$ cat config.mk
export PLATFORM = sky130hd
export DESIGN_NAME = vend_txn_controller
export DESIGN_NICKNAME = d
export VERILOG_FILES = /design/src/rtl/vend_txn_controller.sv
export SDC_FILE = /design/constraint.sdc
export NUM_CORES = 1
export LEC_CHECK = 0
export CAP_MARGIN = 20
export CORE_UTILIZATION = 35
export DETAILED_ROUTE_END_ITERATION = 7
export PLACE_DENSITY = 0.54
export SLEW_MARGIN = 15
export SYNTH_ARGS = -nofsm -noshare
export SYNTH_HDL_FRONTEND = slang
export SYNTH_SLANG_ARGS = --single-unit
$ cat constraint.sdc
create_clock -name clock -period 19.3 [get_ports clock]
set_input_delay 5.79 -clock clock [delete_from_list [all_inputs] [get_ports clock]]
set_output_delay 5.79 -clock clock [all_outputs]
set_load 0.02 [all_outputs]
$ cat src/rtl/vend_txn_controller.sv
// Vending transaction sequencer: coin credit, selection checks, dispenser
// handshake and 5-unit change payout with cancel and inactivity refunds.
//
// state   | meaning
// --------+----------------------------------------------------------
// IDLE    | no credit held, waiting for the first coin
// COLLECT | credit > 0, accepting coins/selections, timeout running
// VEND    | disp_req held until the dispenser acknowledges
// CHANGE  | one 5-unit change pulse per cycle until credit is zero
module vend_txn_controller #(
  parameter int          PRICE_NEWS  = 5,
  parameter int          PRICE_CHOC  = 10,
  parameter int          PRICE_JUICE = 15,
  parameter logic [3:0]  STOCK_INIT  = 4'd3,
  parameter int          MAX_CREDIT  = 30,
  parameter int          TIMEOUT     = 16
) (
  input  logic       clock,
  input  logic       reset,
  input  logic       coin_valid,
  input  logic [4:0] coin_value,
  input  logic       select_valid,
  input  logic [1:0] select_product,
  input  logic       cancel,
  input  logic       disp_ack,
  output logic       disp_req,
  output logic [1:0] disp_product,
  output logic       change_pulse,
  output logic [4:0] balance,
  output logic       busy,
  output logic       coin_reject,
  output logic       err_valid,
  output logic [1:0] err_code,
  output logic [2:0] sold_out
);

  typedef enum logic [1:0] {IDLE, COLLECT, VEND, CHANGE} state_t;

  localparam logic [4:0] P_NEWS   = 5'(PRICE_NEWS);
  localparam logic [4:0] P_CHOC   = 5'(PRICE_CHOC);
  localparam logic [4:0] P_JUICE  = 5'(PRICE_JUICE);
  localparam logic [5:0] MAX_C    = 6'(MAX_CREDIT);
  localparam logic [4:0] TMO_LAST = 5'(TIMEOUT - 1);
  localparam logic [4:0] COIN_UNIT = 5'd5;

  localparam logic [1:0] ERR_CREDIT  = 2'd1;
  localparam logic [1:0] ERR_SOLDOUT = 2'd2;
  localparam logic [1:0] ERR_ILLEGAL = 2'd3;

  state_t      state, next_state;
  logic [4:0]  credit, credit_nxt;
  logic [4:0]  tmo_cnt, tmo_nxt;
  logic [1:0]  prod_q, prod_nxt;
  logic [3:0]  stock_news, stock_choc, stock_juice;
  logic        dec_news, dec_choc, dec_juice;

  logic        coin_legal, coin_fits, coin_acc;
  logic [5:0]  coin_sum;
  logic [4:0]  credit_post;
  logic [4:0]  sel_price, vend_price;
  logic [3:0]  sel_stock;

  function automatic logic [4:0] price_of(input logic [1:0] p);
    case (p)
      2'b01:   price_of = P_NEWS;
      2'b10:   price_of = P_CHOC;
      2'b11:   price_of = P_JUICE;
      default: price_of = 5'd0;
    endcase
  endfunction

  always_ff @(posedge clock or posedge reset) begin
    if (reset) begin
      state   <= IDLE;
      credit  <= 5'd0;
      tmo_cnt <= 5'd0;
      prod_q  <= 2'b00;
    end else begin
      state   <= next_state;
      credit  <= credit_nxt;
      tmo_cnt <= tmo_nxt;
      prod_q  <= prod_nxt;
    end
  end

  // Zero guards keep the counters from wrapping even if a vend slips through.
  always_ff @(posedge clock or posedge reset) begin
    if (reset) begin
      stock_news  <= STOCK_INIT;
      stock_choc  <= STOCK_INIT;
      stock_juice <= STOCK_INIT;
    end else begin
      if (dec_news && stock_news != 4'd0)
        stock_news <= stock_news - 4'd1;
      if (dec_choc && stock_choc != 4'd0)
        stock_choc <= stock_choc - 4'd1;
      if (dec_juice && stock_juice != 4'd0)
        stock_juice <= stock_juice - 4'd1;
    end
  end

  always_comb begin
    next_state  = state;
    credit_nxt  = credit;
    tmo_nxt     = tmo_cnt;
    prod_nxt    = prod_q;
    dec_news    = 1'b0;
    dec_choc    = 1'b0;
    dec_juice   = 1'b0;
    coin_reject = 1'b0;
    err_valid   = 1'b0;
    err_code    = 2'b00;
    coin_acc    = 1'b0;

    coin_legal  = (coin_value == 5'd5) || (coin_value == 5'd10) ||
                  (coin_value == 5'd20);
    coin_sum    = {1'b0, credit} + {1'b0, coin_value};
    coin_fits   = (coin_sum <= MAX_C);
    credit_post = credit;
    sel_price   = price_of(select_product);
    vend_price  = price_of(prod_q);

    case (select_product)
      2'b01:   sel_stock = stock_news;
      2'b10:   sel_stock = stock_choc;
      2'b11:   sel_stock = stock_juice;
      default: sel_stock = 4'd0;
    endcase

    case (state)
      IDLE, COLLECT: begin
        // Cancel outranks a coin or selection arriving in the same cycle.
        if (coin_valid) begin
          if (cancel || !coin_legal || !coin_fits) begin
            coin_reject = 1'b1;
          end else begin
            coin_acc    = 1'b1;
            credit_post = coin_sum[4:0];
          end
        end

        if (cancel) begin
          if (state == COLLECT) begin
            next_state = CHANGE;
            tmo_nxt    = 5'd0;
          end
        end else begin
          credit_nxt = credit_post;
          if (coin_acc && state == IDLE)
            next_state = COLLECT;

          if (select_valid) begin
            tmo_nxt = 5'd0;
            if (state == IDLE && !coin_acc) begin
              err_valid = 1'b1;
              err_code  = ERR_CREDIT;
            end else if (select_product == 2'b00) begin
              err_valid = 1'b1;
              err_code  = ERR_ILLEGAL;
            end else if (sel_stock == 4'd0) begin
              err_valid = 1'b1;
              err_code  = ERR_SOLDOUT;
            end else if (credit_post < sel_price) begin
              err_valid = 1'b1;
              err_code  = ERR_CREDIT;
            end else begin
              prod_nxt   = select_product;
              next_state = VEND;
            end
          end else if (coin_acc) begin
            tmo_nxt = 5'd0;
          end else if (state == COLLECT) begin
            if (tmo_cnt == TMO_LAST) begin
              next_state = CHANGE;
              tmo_nxt    = 5'd0;
            end else begin
              tmo_nxt = tmo_cnt + 5'd1;
            end
          end
        end
      end

      VEND: begin
        coin_reject = coin_valid;
        if (disp_ack) begin
          credit_nxt = credit - vend_price;
          dec_news   = (prod_q == 2'b01);
          dec_choc   = (prod_q == 2'b10);
          dec_juice  = (prod_q == 2'b11);
          next_state = (credit_nxt != 5'd0) ? CHANGE : IDLE;
        end
      end

      CHANGE: begin
        coin_reject = coin_valid;
        if (credit != 5'd0) begin
          credit_nxt = credit - COIN_UNIT;
          if (credit == COIN_UNIT)
            next_state = IDLE;
        end else begin
          next_state = IDLE;
        end
      end

      default: next_state = IDLE;
    endcase
  end

  assign disp_req     = (state == VEND);
  assign disp_product = (state == VEND) ? prod_q : 2'b00;
  assign change_pulse = (state == CHANGE) && (credit != 5'd0);
  assign balance      = credit;
  assign busy         = (state == VEND) || (state == CHANGE);
  assign sold_out     = {stock_juice == 4'd0, stock_choc == 4'd0,
                         stock_news == 4'd0};

endmodule

==> out/metrics.cfg <==
[status]
status = complete, no violations

[sta]
grt_setup_unrepaired = no
fin_crit_sh = 0.8208
slew_headroom = 0.4162
finalSetupTns_ps = 0
hold_ws_ps = 498.5
clock_skew_ps = 1.976
final-hold-violation-count = 0
clock.fmax_mhz = 63.12
slew_viol_final = 0
worst_pin_slew_ps = 863.6
finalSetupViolations = 0
period_needed_ps = 15840

[drt]
post_drt_wl_per_cell_um = 15.13
vias = 1898
drt_wl_total_um = 5356
ant_nets = 0
firstDrtPassIters = 4
via_per_inst = 5.362
first_iter_violations = 73
drc = 0

[yosys]
ys_warn_count = 0
synth-seq-cells = 26
synth_cell_type_count = 55
ys_seq_area_frac = 0.3006
synthCells = 250
async_flop_share = 1.000
synth_edf_count = 0
synth.avg_cell_area_um2 = 8.758
syn_area_um2 = 2190
syn_nets = 284
synth_flop_cell = dfrtp_1

[setup_path]
worstPathArrival_ps = 10050
end_kind = output port
critPathRequiredTime_ps = 13510
crit_type = in2out
cp-startpoint = coin_value[0]
r2r_start = balance[0]
start_kind = primary input
cp_max_fo = 7

[pwr]
vdd_drop_max_v = 0.00006635
power_density_nw_per_um2 = 162.8
leakage_uw = 0.001146

[clock_tree]
cts_resized = 0
cts_tree = done
clk_path_buf_depth = 2
cts_inserted_buffers = 3
cts.sinks = 26
clock_latency_ps = 280
post_cts_buffers = 0
cts_root_buffer = clkbuf_8
clk_pin_slew_ps = 100
h-tree-depth = 1
postCtsHoldBufs = 0

[layout]
area_growth_pct = 20.86
stdcell_area_um2 = 2646
regArea_um2 = 658.1
antennaDiodeCount = 0
fin_util = 0.4417
fillerInstances = 583
finalNetCount = 314
final_common_cell = clkdlybuf4s50_1
multi_input_area_um2 = 1419
final_cell_mix = clkdlybuf4s50_1 (29), nand2_1 (25), inv_1 (22)
final_layout_size_suffix_gt1_frac = 0.07168

[floorplan]
num_rows = 28
fp.dieW_um = 81.10
core_um2 = 5991
dieArea_um2 = 6576
die_h_um = 81.10
start_util = 0.3655
io_pins = 30

[grt]
antenna_found_initial = 0
grt_overflow = 0
grt.total_usage = 0.1761
grt_max_degree = 27
grt_pass1_vias = 1844
grt_pass1_wl_um = 8866

[hold_path]
min_from = stock_news[1]
hp-class = reg2reg

[placement]
port-buffer-count = 29
gp_congestion = 0.8943
place_area_um2 = 2547
dp_hpwl_um = 4097

[job]
max_cap_violations = 0

==> synth_stat cells (all sizes together) (3+ instances only) <==
master   number  area (um^2)
nor2         15        56.30
a21oi        15        75.07
ha           19        237.7
a2bb2oi       3        26.28
nand2        25        93.84
a21o          6        45.04
nor3         10        50.05
dfrtp        20        500.5
nor3b         4        30.03
xor2          5        43.79
xnor2        11        96.34
a21boi        3        22.52
nor4          5        31.28
inv          23        86.33
dfstp         6        157.7
nand2b        3        18.77
o211ai        6        50.05
nand3         9        45.04
o21ai        11        58.81
mux2i         4        40.04
clkbuf        4        15.01
a2111oi       3        38.79
o31ai         4        43.79
a31oi         4        25.02
==> critical path, cell delays in order <==
cell and delay (ps):
clkdlybuf4s50_1 470, ha_1 270, fa_1 400, xnor2_1 210
a2111oi_2 460, o211ai_2 230, and2_1 290, a21oi_1 260
ha_1 280, a21o_1 180, a21oi_1 120, o21ai_1 140
nor3_1 200, o21a_1 150, clkdlybuf4s50_1 610
==> layout make-up <==
type                    count  area share
well taps                  75     0.03546
repair buffers             30      0.1201
inverters                  23     0.03262
clock buffers               3     0.01560
multi-input cells         196      0.5362
clock inverters             1     0.01135
flip-flops and latches     26      0.2487
==> per-stage QoR <==
step	setup WS [ps]	instances	power, uW
6_report	3458	354	430.8
3_5_place_dp	3434	349	383.3
5_1_grt	3115	354	472.8
4_1_cts	3422	353	432.4
2_1_floorplan	4767	250	304.0
3_3_place_gp	3606	349	383.8
==> registers in the layout (all words and copies together) (netlist names) <==
signal       flops
balance          5
prod_q           2
state            2
stock_choc       4
stock_juice      4
stock_news       4
tmo_cnt          5
==> kinds of logic (layout without fill, tap and decap cells) <==
family,after synthesis,count (layout),share of synthesized area
buffers and inverters,28,57,0.05142
flip-flops,26,26,0.3006
XOR/XNOR,16,16,0.06400
AND/OR/NAND/NOR,86,86,0.2057
AO/OA/AOI/OAI,67,67,0.2229
adder cells (fa/ha/maj),21,21,0.1269
multiplexers,6,6,0.02857
==> report_power, final <==
group | internal, uW | total [uW] | switching (uW)
logic | 119 | 264 | 145
registers | 81.1 | 119 | 38.2
clock network | 27.8 | 47.1 | 19.3
==> routing by layer <==
metal | wire [um] | vias to the layer above | track usage | part of all wire
li1 | - | 969 | - | -
met1 | 2650 | 876 | 0.2398 | 0.49
met4 | 74 | 0 | 0.04643 | 0.014
met3 | 203 | 8 | 0.02135 | 0.038
met5 | 0 | - | 0 | 0
met2 | 2427 | 45 | 0.2933 | 0.45
==> path summary, 6_finish.rpt <==
kind	endpoint	cells past startpoint	slack (ps)
worst max register to register	state[0]	14	15400
worst max-delay path	err_code[0]	15	3460
worst min register to register	stock_news[1]	2	500
min in group asynchronous	tmo_cnt[0]	2	5780
max in group asynchronous	stock_choc[0]	3	13030
worst min-delay path	stock_news[1]	2	500
No activity file was read; power rests on OpenSTA's default activity.
